--- config.mk ---
export PLATFORM = sky130hd
export DESIGN_NAME = led_scan_driver
export DESIGN_NICKNAME = d
export VERILOG_FILES = /design/src/rtl/led_scan_driver_pkg.sv /design/src/rtl/led_scan_driver_seg7_encode.sv /design/src/rtl/led_scan_driver.sv
export SDC_FILE = /design/constraint.sdc
export NUM_CORES = 1
export LEC_CHECK = 0
export ABC_AREA = 1
export BUFFER_PORTS_ARGS = -buffer_cell sky130_fd_sc_hd__buf_2
export CORE_MARGIN = 5
export CORE_UTILIZATION = 45
export DETAILED_ROUTE_END_ITERATION = 8
export MAX_ROUTING_LAYER = met4
export PLACE_DENSITY = 0.69
export SLEW_MARGIN = 20
export SYNTH_ARGS = -nofsm -noshare
export SYNTH_HDL_FRONTEND = slang
export SYNTH_SLANG_ARGS = --single-unit
--- constraint.sdc ---
create_clock -name clk -period 1.6 [get_ports clk]
set_input_delay 0.08 -clock clk [delete_from_list [all_inputs] [get_ports clk]]
set_output_delay 0.08 -clock clk [all_outputs]
set_load 0.005 [all_outputs]
--- src/rtl/led_scan_driver_pkg.sv ---
// Shared 7-segment glyph constants for the display blocks.
// Glyphs are active-low {g,f,e,d,c,b,a}; the dp bit is added by the consumer.
package led_scan_driver_pkg;
   localparam logic [6:0] SEG_0    = 7'h40;
   localparam logic [6:0] SEG_1    = 7'h79;
   localparam logic [6:0] SEG_2    = 7'h24;
   localparam logic [6:0] SEG_3    = 7'h30;
   localparam logic [6:0] SEG_4    = 7'h19;
   localparam logic [6:0] SEG_5    = 7'h12;
   localparam logic [6:0] SEG_6    = 7'h02;
   localparam logic [6:0] SEG_7    = 7'h78;
   localparam logic [6:0] SEG_8    = 7'h00;
   localparam logic [6:0] SEG_9    = 7'h10;
   localparam logic [6:0] SEG_E    = 7'h06;
   localparam logic [6:0] SEG_DASH = 7'h3F;
   localparam logic [6:0] SEG_OFF  = 7'h7F;
   localparam logic [3:0] AN_OFF   = 4'hF;
endpackage

--- src/rtl/led_scan_driver_seg7_encode.sv ---
// Nibble to active-low 7-segment glyph; non-BCD nibbles render as 'E'.
module seg7_encode
   import led_scan_driver_pkg::*;
(
   input  logic [3:0] i_nib,
   output logic [6:0] o_seg
);
   always_comb begin
      o_seg = SEG_E;
      case (i_nib)
         4'd0: o_seg = SEG_0;
         4'd1: o_seg = SEG_1;
         4'd2: o_seg = SEG_2;
         4'd3: o_seg = SEG_3;
         4'd4: o_seg = SEG_4;
         4'd5: o_seg = SEG_5;
         4'd6: o_seg = SEG_6;
         4'd7: o_seg = SEG_7;
         4'd8: o_seg = SEG_8;
         4'd9: o_seg = SEG_9;
         default: o_seg = SEG_E;
      endcase
   end
endmodule

--- src/rtl/led_scan_driver.sv ---
// 4-digit common-anode scan driver with leading-zero blanking, range dp,
// overflow dashes and a dark guard interval at the start of each digit slot.
module led_scan_driver
   import led_scan_driver_pkg::*;
#(
   parameter int SCAN_DIV  = 100_000,
   parameter int GHOST_CYC = 1000,
   parameter bit BLANK_LZ  = 1'b1
)(
   input  logic        clk,
   input  logic        reset_n,
   input  logic [15:0] num,
   input  logic        load,
   input  logic        ovf,
   input  logic        range,
   output logic [3:0]  anodes,
   output logic [7:0]  cathodes
);
   localparam int             CW    = $clog2(SCAN_DIV);
   localparam logic [CW-1:0]  LAST  = CW'(SCAN_DIV - 1);
   localparam logic [CW-1:0]  GHOST = CW'(GHOST_CYC);

   logic [CW-1:0] r_cnt;
   logic [1:0]    r_idx;
   logic [15:0]   r_num;
   logic          r_ovf;
   logic          r_rng;

   logic [3:0]    w_nib;
   logic [6:0]    w_glyph;
   logic [3:0]    w_hi_zero;
   logic          w_blank;
   logic          w_dp_n;
   logic [7:0]    w_seg;
   logic          w_dark;

   assign w_nib = r_num[{r_idx, 2'b00} +: 4];

   seg7_encode u_enc (
      .i_nib (w_nib),
      .o_seg (w_glyph)
   );

   // w_hi_zero[k]: nibbles k..3 are all zero
   assign w_hi_zero[3] = (r_num[15:12] == 4'd0);
   assign w_hi_zero[2] = w_hi_zero[3] & (r_num[11:8] == 4'd0);
   assign w_hi_zero[1] = w_hi_zero[2] & (r_num[7:4]  == 4'd0);
   assign w_hi_zero[0] = w_hi_zero[1] & (r_num[3:0]  == 4'd0);

   assign w_blank = BLANK_LZ && (r_idx != 2'd0) && w_hi_zero[r_idx];
   assign w_dp_n  = !((r_idx == 2'd3) && r_rng);
   assign w_dark  = (r_cnt < GHOST);

   always_comb begin
      w_seg = {1'b1, SEG_OFF};
      if (r_ovf)        w_seg = {1'b1, SEG_DASH};
      else if (w_blank) w_seg = {1'b1, SEG_OFF};
      else              w_seg = {w_dp_n, w_glyph};
   end

   always_ff @(posedge clk) begin
      if (!reset_n) begin
         r_cnt    <= '0;
         r_idx    <= 2'd0;
         r_num    <= 16'h0000;
         r_ovf    <= 1'b0;
         r_rng    <= 1'b0;
         anodes   <= AN_OFF;
         cathodes <= {1'b1, SEG_OFF};
      end else begin
         if (r_cnt == LAST) begin
            r_cnt <= '0;
            r_idx <= r_idx + 2'd1;
         end else begin
            r_cnt <= r_cnt + 1'b1;
         end
         if (load) begin
            r_num <= num;
            r_ovf <= ovf;
            r_rng <= range;
         end
         anodes   <= w_dark ? AN_OFF : ~(4'b0001 << r_idx);
         cathodes <= w_dark ? {1'b1, SEG_OFF} : w_seg;
      end
   end
endmodule

# == Word level (Yosys, flattened, before mapping) ==
# Memory sizes are Yosys's and may differ from the RTL's.
# Cells that the tools add are included.
# word_totals
ff_bits,49
romBits,112
in_bits,21
output_inout_bits,12
elab_cells,37
memories,1
# mem_list
memory,words,width,rd,rd_clocked_by_memory_dff,write_ports,line_no,source
(name not given),16,7,1,0,0,led_scan_driver_seg7_encode.sv:10,case (i_nib)
# op_classes
add_sub_neg,2
n_lt_le_gt_ge,2
n_eq_ne,2
shift,2
n_mux,4
bitwise_logic,5
reduce_logical,11
# ops
operator,count
adder 17 x 1 -> 17 bit (second input constant),1
== test 17 bit (second input constant),1
< comparator 17 x 10 -> 1 bit (second input constant),1
logical NOT 4 bit,4
variable part select 16 x 5 -> 4 bit,1
two-way mux 7 bit,2
NOT 4 bit,1
OR reduction 2 bit,2
OR reduction 4 bit,1
left shift 1 x 2 -> 4 bit (first input constant),1
AND 1 bit,3
< comparator 2 x 3 -> 1 bit (second input constant),1
adder 2 x 1 -> 2 bit (second input constant),1
binary-select mux 1 bit (select 2 bit),1
== test 2 bit (second input constant),1
logical AND 1 bit,2
nonzero test 2 bit,1
logical NOT 1 bit,1
two-way mux 1 bit,1
NOT 1 bit,1

# == Depth between registers and ports, before layout ==
# Gate-level depths: netlist of the first run.
# depth
depth_word,9
mapped_depth,11
depth_no_buf,10

# == By module ==
# Synthesis of the first run repeated with hierarchy kept, for this count alone.
# hier_totals
hier_cells,323
hier_area_um2,2312.2
# modules_own_cells
mod,n_inst,cells_per_inst,area_each_um2,seq_area_each_um2
led_scan_driver,1,293,2144.6,980.9
seg7_encode,1,30,167.7,0.0

# == Worst setup path before layout of the first run ==
# No wires, ideal clock.
# synth_path
path_kind,register to register
startpoint,reg r_idx[0]
endpoint,reg cathodes[6]
setup_time_ns,0.125
arrival_ns,1.343
t_required_ns,1.475
slack_ns,0.132
path_stages_with_launch,11
n_path_buf,1
period_less_slack_ns,1.468
path_cell_list,dfxtp_1 inv_2 buf_6 nand2_1 nand3_1 nand2_1 inv_1 ha_1 nand3b_1 nand4_1 nand2_1
# synth_between
elab_chain_len,5
word_cells_on_any_way,8
cone_classes,shift: 1; mux: 4; reduce/logical: 2; memory: 1
# synth_lines
item,line_no,source
"start, declared",led_scan_driver.sv:24,logic [1:0] r_idx;
"start signal, assigned",led_scan_driver.sv:73,r_idx <= r_idx + 2'd1;
"parallel branches: the longest is 3 deep, another holds memory read (16 x 7 bit)",-,
two-way mux 7 bit (*),led_scan_driver.sv:57,"else if (w_blank) w_seg = {1'b1, SEG_OFF};"
two-way mux 7 bit (*),led_scan_driver.sv:56,"if (r_ovf) w_seg = {1'b1, SEG_DASH};"
"end signal, assigned",led_scan_driver.sv:69,"cathodes <= {1'b1, SEG_OFF};"
"end signal, assigned",led_scan_driver.sv:83,"cathodes <= w_dark ? {1'b1, SEG_OFF} : w_seg;"
"end, declared",led_scan_driver.sv:17,output logic [7:0] cathodes
# Mark *: on every way between the ends. The select of a mux whose other input is x is not followed.
# A chain may end at the register's enable or synchronous reset.

# == Worst setup path after layout of the first run ==
# layout_path
startpoint,reg r_cnt[0]
endpoint,reg r_cnt[16]
# layout_between
elab_chain_len,2
word_cells_on_any_way,3
cone_classes,add/sub: 1; eq/ne: 1; reduce/logical: 1
# layout_lines
item,line_no,source
"start, declared",led_scan_driver.sv:23,logic [CW-1:0] r_cnt;
"start signal, assigned",led_scan_driver.sv:75,r_cnt <= r_cnt + 1'b1;
"parallel branches: the longest is 2 deep, another holds adder 17 x 1 -> 17 bit",-,
# Several ways; the timed one is not identified.

==> qor.tcl, run 1 <==
set qor(run_status) {completed}
set qor(seq_area_frac_synth) 0.397
set qor(required_ps) 1840
set qor(power.share.switching) 0.243
set qor(finalSetupTns_ps) 0
set qor(synth_nets) 379
set qor(synthDistinctLibCells) 32
set qor(post_synth_design_cell_area_um2) 2470
set qor(cts.root.buffer_cell) {clkbuf_8}
set qor(grt_max_degree) 26
set qor(period_share) 0.912
set qor(syn2layout_area_growth_pct) 15.0
set qor(cts-buffers-inserted) 5
set qor(r2r-end) {r_cnt[16]}
set qor(whs_endpoint) {r_rng}
set qor(dr.max_layer_used) {met4}
set qor(pwr-share-comb) 0.093
set qor(synth-async-reset-ratio) 0
set qor(final_wl_um) 5030
set qor(post-place-cells) 449
set qor(synth_enable_flop_cells) 0
set qor(grt_overflow) 0
set qor(irDropWorstVdd_mv) 0.368
set qor(antenna_cells_inserted) 0
set qor(port_bufs) 32
set qor(setup_violations) 0
set qor(syn_area_per_cell_um2) 7.10
set qor(die_x_um) 84.1
set qor(ant_nets) 0
set qor(yosys.cell_count.top_type) {nand2_1}
set qor(number_of_antenna_violations_at_the_first_check_in_global_routing) 0
set qor(synth-main-ff-cell) {dfxtp_1}
set qor(cp_data_arrival_time_ps) 1690
set qor(clock-skew-final_ps) 6.55
set qor(synth_top_area_frac) 0.397
set qor(detailedPlacementHpwl_um) 3870
set qor(initial_cell_density_of_the_core) 0.457
set qor(via_count) 2177
set qor(post_route_cells_drive_above_1_share) 0.198
set qor(vias_per_cell) 4.73
set qor(top_cells_by_area_synth) {dfxtp_1 (40%), nand2_1 (15%), nor2_1 (5.6%)}
set qor(final_net_count) 418
set qor(synth_top_cell_by_area) {dfxtp_1}
set qor(detailroute.wirelength.met2_um) 2110
set qor(unrepaired_setup_endpoints_after_global_routing) {no}
set qor(grt_pass1_vias) 2094
set qor(drc) 0
set qor(stdcell_count) 460
set qor(path_max_fanout) 4
set qor(cts_num_sinks) 49
set qor(p_leak_uw) 0.00117
set qor(critPathLaunchType) {flop}
set qor(internal_power_uw) 1740
set qor(clk_pin_slew_worst_paths_ps) 90
set qor(met3WireLength_um) 279
set qor(placeableCoreArea_um2) 5410
set qor(height_of_the_chip_um) 84.1
set qor(timing.final.hold_violations) 0
set qor(relSlewSlack) 0.715
set qor(worst-r2r-cell-count) 5
set qor(min-delay-start) {range}
set qor(clock.fmax_ghz) 0.685
set qor(h-tree-depth) 2
set qor(clockBufferDepth) 2
set qor(m1WireLength_um) 2580
set qor(drt_first_iter_violations) 96
set qor(cap_violations) 0
set qor(grt_util_all_layers) 0.156
set qor(crit_type) {reg2reg}
set qor(hold_crit_class) {in2reg}
set qor(first_pass_iters) 4
set qor(ys_seq_elements) 49
set qor(synth.top_cells.by_count) {nand2_1 (98), dfxtp_1 (49), nor2_1 (37)}
set qor(reg2reg_slack_ps) 140
set qor(p_clk_frac) 0.346
set qor(grt_first_pass_wirelength_um) 9040
set qor(pwr_density_cell_nw_per_um2) 806
set qor(p_sw_uw) 556
set qor(boundaryPins) 33
set qor(endpoint_kind) {flop}
set qor(die_area_um2) 7070
set qor(clock_latency_ps) 300
set qor(globalplace.congestion) 0.866
set qor(pin_slew_with_the_least_headroom_to_its_limit_ps) 424
set qor(clock_tree_from_tritoncts) {yes}
set qor(synth.yosys.warnings) 0
set qor(hold_depth) 3
set qor(sequential_group_share_of_total_power) 0.561
set qor(drt-wirelength-per-cell_um) 10.9
set qor(period_minus_slack_ps) 1460
set qor(synth_cells) 348
set qor(slew_limit_fails) 0
set qor(r2r_start) {r_cnt[0]}
set qor(std_cell_rows) 27
## sequential cells by signal, summed over array words and instances, names as in the netlist
register	cells
r_num	16
r_idx	2
cathodes	8
r_rng	1
anodes	4
r_ovf	1
r_cnt	17
## worst max path at each step
stage / to / slack, ps / startpoint
3_5_place_dp: cathodes[1] / 90 / r_idx[1]
5_1_grt: r_cnt[12] / 7 / r_cnt[0]
6_report: r_cnt[16] / 140 / r_cnt[0]
4_1_cts: cathodes[1] / 70 / r_idx[1]
2_1_floorplan: cathodes[6] / 130 / r_idx[0]
3_3_place_gp: cathodes[6] / 150 / r_idx[0]
## kinds of logic (layout without fill, tap and decap cells)
kind of cell | Yosys count | count (layout) | share of synthesized area
adder cells (fa/ha/maj) | 10 | 10 | 0.0506
flip-flops | 49 | 49 | 0.397
AND/OR/NAND/NOR | 195 | 195 | 0.358
XOR/XNOR | 6 | 6 | 0.0213
buffers and inverters | 46 | 86 | 0.0851
AO/OA/AOI/OAI | 42 | 42 | 0.0881
## placed cells by master, fill, tap and decap left out, types with 7 or more instances in the layout
master	instances
nand2_1	96
dfxtp_1	47
nor2_1	37
buf_2	32
inv_1	31
nand3_1	26
a21oi_1	19
o21ai_0	19
nor2_2	13
ha_1	10
nand4_1	9
clkbuf_8	7
## power by group through the flow
stage                     registers, uW  logic, uW  clock network [uW]
after floorplan                    1300        154                   0
after global placement             1310        204                   0
after detailed placement           1310        209                   0
after CTS                          1280        215                 816
after global routing               1290        253                 860
final                              1280        214                 793
## what timing repair did
item / 4_1_cts / 5_1_grt
setup endpoints to repair: 0 / 8
gates resized for setup: 0 / 6
buffers inserted: 0 / 0
endpoints found under the hold margin: 3 / 0
hold buffers: 3 / 0
## critical path, stage by stage, from the launching register on
cell and delay, ps:
dfxtp_1 400, ha_1 220, nand2_2 100, nor3_1 400, nand3b_1 130, a21oi_1 150
## per-layer routing
metal	track usage	vias up
met5	-	-
met4	0.0482	0
met3	0.0355	7
met2	0.234	41
met1	0.207	946
li1	-	1183
## final cells by class
class,count,area [um2]
multi-input cells,253,1280
inverters,37,144
flip-flops and latches,49,983
clock buffers,7,96.3
repair buffers,41,239
clock inverters,1,5.00
fillers,559,2560
well taps,72,90.1
## per-stage QoR
stage | hold WS (ps) | worst slack [ps] | total power, uW | instance area [um2] | utilization
global route | 9.81 | 6.52 | 2400 | 2840 | 0.526
detailed placement | 309 | 90.1 | 1520 | 2700 | 0.499
global placement | 301 | 146 | 1520 | 2700 | 0.499
finish | 2.61 | 141 | 2290 | 2840 | 0.526
CTS | 1.03 | 70.7 | 2320 | 2830 | 0.523
floorplan | 215 | 132 | 1460 | 2470 | -
No activity file was read; power rests on OpenSTA's default activity.
==> run 2, diff against run 1 <==
- CELL_PAD_IN_SITES_DETAIL_PLACEMENT: unset -> 1
- CELL_PAD_IN_SITES_GLOBAL_PLACEMENT: unset -> 2
- CORE_UTILIZATION: 45 -> 29
- PLACE_DENSITY: 0.69 -> 0.77
==> run 2 against run 1 <==
Effect of this change:
- clock skew is 1.3 ps lower
- sequential cell count stayed put
- cell count is 8.7% higher
- total power is 2.3% lower
- count of clock-buffer cells in the layout is 1 higher
- sequential power hardly changed
- via count is 3.8% higher
- setup slack worse by 14 ps
- global-route usage is 2.3 points lower
- clock power is 7.8% lower
- wire length is 27% higher
- first-iteration DRC count is 34% lower
==> qor.tcl, run 2 (synthesis results as in run 1) <==
set qor(clock.fmax_ghz) 0.679
set qor(pwr_density_cell_nw_per_um2) 761
set qor(cts.root.buffer_cell) {clkbuf_8}
set qor(grt_max_degree) 29
set qor(cpMaxStageDelayCell) {dfxtp_4}
set qor(unrepaired_setup_endpoints_after_global_routing) {yes}
set qor(largest_register) {r_cnt}
set qor(grt_pass1_vias) 2317
set qor(antenna_cells_inserted) 0
set qor(relSlewSlack) 0.738
set qor(grt_first_pass_wirelength_um) 10600
set qor(hold_crit_class) {in2reg}
set qor(placeableCoreArea_um2) 8260
set qor(vias_per_cell) 4.52
set qor(globalplace.congestion) 0.834
set qor(detailedPlacementHpwl_um) 4980
set qor(initial_cell_density_of_the_core) 0.299
set qor(post-route-worst-setup-slack_ps) 127
set qor(crit_end) {cathodes[1]}
set qor(number_of_antenna_violations_at_the_first_check_in_global_routing) 0
set qor(die_x_um) 102
set qor(cts-buffers-inserted) 5
set qor(cts_num_sinks) 49
set qor(period_minus_slack_ps) 1470
set qor(drt_first_iter_violations) 63
set qor(boundaryPins) 33
set qor(required_ps) 1800
set qor(stdcell_count) 500
set qor(port_bufs) 32
set qor(period_share) 0.921
set qor(drc) 0
set qor(p_leak_uw) 0.00119
set qor(reg2reg_slack_ps) 130
set qor(grt_overflow) 0
set qor(final_net_count) 425
set qor(worst-r2r-cell-count) 9
set qor(endpoint_kind) {flop}
set qor(ff_latch_area_um2) 988
set qor(p_sw_uw) 581
set qor(slew_limit_fails) 0
set qor(layout_commonest_cell) {nand2_1}
set qor(grt_most_used_layer) {met2}
set qor(critPathLaunchType) {flop}
set qor(clock_tree_from_tritoncts) {yes}
set qor(placement.setup.worst_slack_ps) -87.3
set qor(first_pass_iters) 4
set qor(height_of_the_chip_um) 102
set qor(syn2layout_area_growth_pct) 19.0
set qor(path_cells) {buf_4 > nand2_1 > nand3_1 > nand2_2 > ha_1 > nand3_1 > nand2_1 > inv_1 > nand2_1}
set qor(clk_pin_slew_worst_paths_ps) 90
set qor(r2r_start) {r_idx[0]}
set qor(h-tree-depth) 2
set qor(cp_data_arrival_time_ps) 1670
set qor(timing.final.hold_violations) 0
set qor(irDropWorstVdd_mv) 0.307
set qor(setup_violations) 0
set qor(multi_input_comb_area_um2) 1300
set qor(final_cell_mix) {nand2_1 (94), dfxtp_1 (47), nor2_1 (37)}
set qor(gr-usage-met2) 0.204
set qor(clockBufferDepth) 2
set qor(internal_power_uw) 1660
set qor(drt-wirelength-per-cell_um) 12.7
set qor(via_count) 2259
set qor(clock_latency_ps) 300
set qor(cap_violations) 0
set qor(crit_type) {reg2reg}
set qor(grt.met1_usage) 0.172
set qor(power.share.switching) 0.259
set qor(p_clk_frac) 0.327
set qor(sequential_group_share_of_total_power) 0.573
set qor(run_status) {completed}
set qor(r2r-end) {cathodes[1]}
set qor(pin_slew_with_the_least_headroom_to_its_limit_ps) 394
set qor(reg_top3) {r_cnt (17), r_num (16), cathodes (8)}
set qor(post_route_cells_drive_above_1_share) 0.213
set qor(grt_util_all_layers) 0.133
set qor(pwr-share-comb) 0.100
set qor(ant_nets) 0
set qor(clock-skew-final_ps) 5.26
set qor(post-place-cells) 486
set qor(path_max_fanout) 7
set qor(largest_register_ffs) 17
set qor(critPathMaxStageDelay_ps) 400
set qor(groute.layer.met3.usage) 0.0294
set qor(library_cell_appearing_most_often_on_the_critical_path) {nand2_1}
set qor(die_area_um2) 10500
set qor(timing.critical_path.from) {r_idx[0]}
set qor(std_cell_rows) 33
set qor(layout.filler_cells) 1064
set qor(final_wl_um) 6370
## run 2: changes by cell type in the layout (fill, tap and decap cells not counted), moves of 2 or more
cell / before / now
nand2_2: 4 / 6
dlygate4sd3_1: 3 / 5
clkbuf_8: 7 / 5
clkbuf_1: 0 / 3
dfxtp_4: 0 / 2
dfxtp_2: 2 / 0
nand2_1: 96 / 94
buf_4: 5 / 11
## run 2: cell type report
cell class	instances	area share
Clock buffer	8	0.0272
Inverter	37	0.0489
Multi-Input combinational cell	253	0.443
Sequential cell	49	0.336
Tap cell	105	0.0447
Timing Repair Buffer	48	0.0996
## run 2: worst min-delay path by stage
| stage | to | from | cells after the start |
|---|---|---|---|
| floorplan | r_num[0] | num[0] | 2 |
| global placement | r_num[3] | num[3] | 3 |
| detailed placement | r_num[0] | num[0] | 3 |
| CTS | r_rng | range | 3 |
| global route | r_rng | range | 3 |
| finish | r_rng | range | 3 |
## run 2: critical path: cells and delay by family, from the launching register on
| kind | cells | cell delay [ps] |
|---|---|---|
| flip-flops | 1 | 400 |
| adder cells (fa/ha/maj) | 1 | 310 |
| buffers and inverters | 2 | 200 |
| AND/OR/NAND/NOR | 6 | 450 |
## run 2: power groups by stage
stage	clock network (uW)	logic [uW]	registers, uW
after CTS	771	224	1290
after global placement	0	209	1320
after floorplan	0	154	1300
after global routing	811	260	1290
after detailed placement	0	213	1320
final	731	224	1280
## run 2: timing repair
action                     CTS  global route
setup endpoints to repair    8             9
pin swaps                    0             1
buffers inserted             0             1
resized for setup            3             9
hold endpoints to repair     5             0
hold buffers                 5             0
## run 2: stage by stage
step,power [uW],cell area (um2),hold WS (ps),util,setup TNS (ps)
floorplan,1460,2470,215,-,0
CTS,2280,2910,8.93,0.352,0
finish,2240,2940,13.9,0.356,0
global placement,1530,2770,308,0.335,-537
global route,2360,2940,8.75,0.356,-8.86
detailed placement,1530,2770,310,0.335,-548
## run 2: per-layer routing
layer | part of all wire | wire length, um
met1 | 0.49 | 3150
met2 | 0.46 | 2920
met3 | 0.031 | 197
met4 | 0.017 | 106
met5 | 0 | 0
==> run 3, diff against run 2 <==
- CORE_UTILIZATION: 29 -> 28
- PLACE_DENSITY: 0.77 -> 0.75
- SYNTH_HIERARCHICAL: unset -> 1
==> run 3 against run 2 <==
Effect of this change:
- first-iteration DRC count fell by 22%
- clock skew up 8.0 ps
- sequential share of layout area shrank 0.41 points
- critical path depth is the same
- design area grew 1.2%
- highest routed layer unchanged
==> qor.tcl, run 3 <==
set qor(slew_limit_fails) 0
set qor(synth_mux_area_frac) 0
set qor(grt_pass1_vias) 2250
set qor(number_of_antenna_violations_at_the_first_check_in_global_routing) 0
set qor(post_route_cells_drive_above_1_share) 0.228
set qor(cts-buffers-inserted) 5
set qor(via_count) 2165
set qor(min-delay-start) {num[7]}
set qor(worst-path-buf-inv) 3
set qor(relSlewSlack) 0.742
set qor(clock.fmax_ghz) 0.644
set qor(grt_overflow) 0
set qor(required_ps) 1790
set qor(synth-async-reset-ratio) 0
set qor(cts.root.buffer_cell) {clkbuf_8}
set qor(endpoint_kind) {flop}
set qor(synth-simple-area-share) 0.334
set qor(ys_seq_elements) 49
set qor(clk_pin_slew_worst_paths_ps) 90
set qor(drc) 0
set qor(reg_top3) {r_cnt (17), r_num (16), cathodes (8)}
set qor(cap_violations) 0
set qor(grt_first_pass_wirelength_um) 10300
set qor(grt_util_all_layers) 0.131
set qor(setup_violations) 0
set qor(drt_first_iter_violations) 49
set qor(clockBufferDepth) 2
set qor(final_cell_mix) {nor2_1 (87), nand2_1 (48), dfxtp_1 (47)}
set qor(synth-main-ff-cell) {dfxtp_1}
set qor(irDropWorstVdd_mv) 0.311
set qor(cpMaxStageDelayCell) {dfxtp_4}
set qor(synth_xor_area_frac) 0.0265
set qor(h-tree-depth) 2
set qor(whs_endpoint) {r_num[7]}
set qor(placeableCoreArea_um2) 8130
set qor(r2r-end) {cathodes[3]}
set qor(p_leak_uw) 0.00124
set qor(std_cell_rows) 33
set qor(synth_compound_gate_area_share) 0.0969
set qor(hold_crit_class) {in2reg}
set qor(synth_enable_flop_cells) 0
set qor(timing.final.hold_violations) 0
set qor(synth_top_area_frac) 0.424
set qor(syn2layout_area_growth_pct) 28.7
set qor(largest_register_ffs) 17
set qor(r2r_start) {r_idx[0]}
set qor(clock_latency_ps) 310
set qor(pin_slew_with_the_least_headroom_to_its_limit_ps) 387
set qor(library_cell_appearing_most_often_on_the_critical_path) {inv_2}
set qor(finalSetupTns_ps) 0
set qor(synthAdderAreaFrac) 0.0541
set qor(hold_slack_ps) 3.23
set qor(seq_area_frac_synth) 0.424
set qor(pwr_density_cell_nw_per_um2) 787
set qor(die_area_um2) 10200
set qor(period_share) 0.971
set qor(first_pass_iters) 4
set qor(synth_cells) 323
set qor(critPathLaunchType) {flop}
set qor(yosys.cell_count.top_type) {nor2_1}
set qor(syn_area_per_cell_um2) 7.16
set qor(clock-skew-final_ps) 13.3
set qor(hold_depth) 3
set qor(die_x_um) 101
set qor(synth.yosys.warnings) 6
set qor(synth_top_family_by_area) {simple AND/OR/NAND/NOR gates}
set qor(height_of_the_chip_um) 101
set qor(run_status) {completed}
set qor(drt-wirelength-per-cell_um) 12.8
set qor(clock_tree_from_tritoncts) {yes}
set qor(vias_per_cell) 4.48
set qor(post_synth_design_cell_area_um2) 2310
set qor(cts_num_sinks) 49
set qor(detailedPlacementHpwl_um) 4500
set qor(synth_nets) 354
set qor(synth_top_cell_by_area) {dfxtp_1}
set qor(globalplace.congestion) 0.824
set qor(grt_max_degree) 23
set qor(antenna_cells_inserted) 0
set qor(crit_type) {reg2reg}
set qor(boundaryPins) 33
set qor(cp_data_arrival_time_ps) 1740
set qor(final_wl_um) 6180
set qor(unrepaired_setup_endpoints_after_global_routing) {yes}
set qor(port_bufs) 32
set qor(top_cells_by_area_synth) {dfxtp_1 (42%), nor2_1 (15%), nand2_1 (8.1%)}
set qor(cpLargestDelayFamily) {flip-flops}
set qor(path_max_fanout) 6
set qor(initial_cell_density_of_the_core) 0.284
set qor(design_power_total_uw) 2340
set qor(reg2reg_slack_ps) 50
set qor(layout_commonest_cell) {nor2_1}
set qor(path_cells) {buf_6 > nor2_4 > o22ai_4 > inv_2 > ha_4 > nand2_4 > inv_2 > nor2_1 > nand3b_1}
set qor(largest_register) {r_cnt}
set qor(synth.top_cells.by_count) {nor2_1 (91), nand2_1 (50), dfxtp_1 (49)}
set qor(critPathMaxStageDelay_ps) 420
set qor(synthDistinctLibCells) 29
set qor(period_minus_slack_ps) 1550
set qor(final_net_count) 408
set qor(worst-r2r-cell-count) 9
set qor(ant_nets) 0
## run 3: repair_timing
item,4_1_cts,5_1_grt
endpoints found under the setup margin,6,7
hold endpoints to repair,11,0
cloned,0,0
setup buffers,2,3
gates resized for setup,6,29
hold buffers,11,0
pin swaps,2,3
## run 3: layout make-up
| class | instances | area, um2 |
|---|---|---|
| Fill cell | 1009 | 5160 |
| Multi-Input combinational cell | 238 | 1280 |
| Timing Repair Buffer | 55 | 364 |
| Sequential cell | 49 | 988 |
| Tap cell | 105 | 131 |
| Inverter | 28 | 115 |
| Clock inverter | 1 | 5.00 |
| Clock buffer | 7 | 96.3 |
## run 3: cell families (layout without fill, tap and decap cells)
kind of cell	count (synthesis)	after routing
xor+xnor	7	7
fa+ha+maj	10	10
compound gates	43	43
simple gates	178	178
buf+inv	36	91
flops	49	49
## run 3: worst max path at each step
stage | endpoint | from | cells after the start | slack, ps
after floorplan | cathodes[3] | r_idx[0] | 11 | 2
after global placement | cathodes[3] | r_idx[0] | 9 | 30
after detailed placement | cathodes[1] | r_idx[0] | 8 | -60
after CTS | cathodes[3] | r_idx[0] | 9 | 8
after global routing | cathodes[4] | r_idx[0] | 9 | -50
final | cathodes[3] | r_idx[0] | 9 | 50
## run 3: stage by stage
| step | utilization | std cells | area (um2) | setup slack (ps) |
|---|---|---|---|---|
| 6_report | 0.366 | 483 | 2980 | 46.2 |
| 5_1_grt | 0.366 | 483 | 2980 | -49.0 |
| 4_1_cts | 0.352 | 480 | 2860 | 8.46 |
| 3_5_place_dp | 0.323 | 459 | 2630 | -57.1 |
| 3_3_place_gp | 0.323 | 459 | 2630 | 30.4 |
| 2_1_floorplan | - | 323 | 2340 | 1.64 |
## run 3: report_power, final
part	total [uW]	switching, uW	internal (uW)	leakage [uW]
Combinational	246	130	116	0.000788
Clock	809	417	392	0.0000542
Sequential	1290	34.3	1250	0.000402
## run 3: worst reg2reg max path, stage by stage (launching register included)
cell and delay [ps]:
dfxtp_4 420, buf_6 140, nor2_4 40, o22ai_4 170, inv_2 120, ha_4 290
nand2_4 40, inv_2 40, nor2_1 30, nand3b_1 150
## run 3: metal layers
layer,wire [um],track usage,share of wire
met1,3000,0.162,0.49
met2,2950,0.217,0.48
met3,152,0.0228,0.025
met4,69,0.0404,0.011
met5,0,-,0
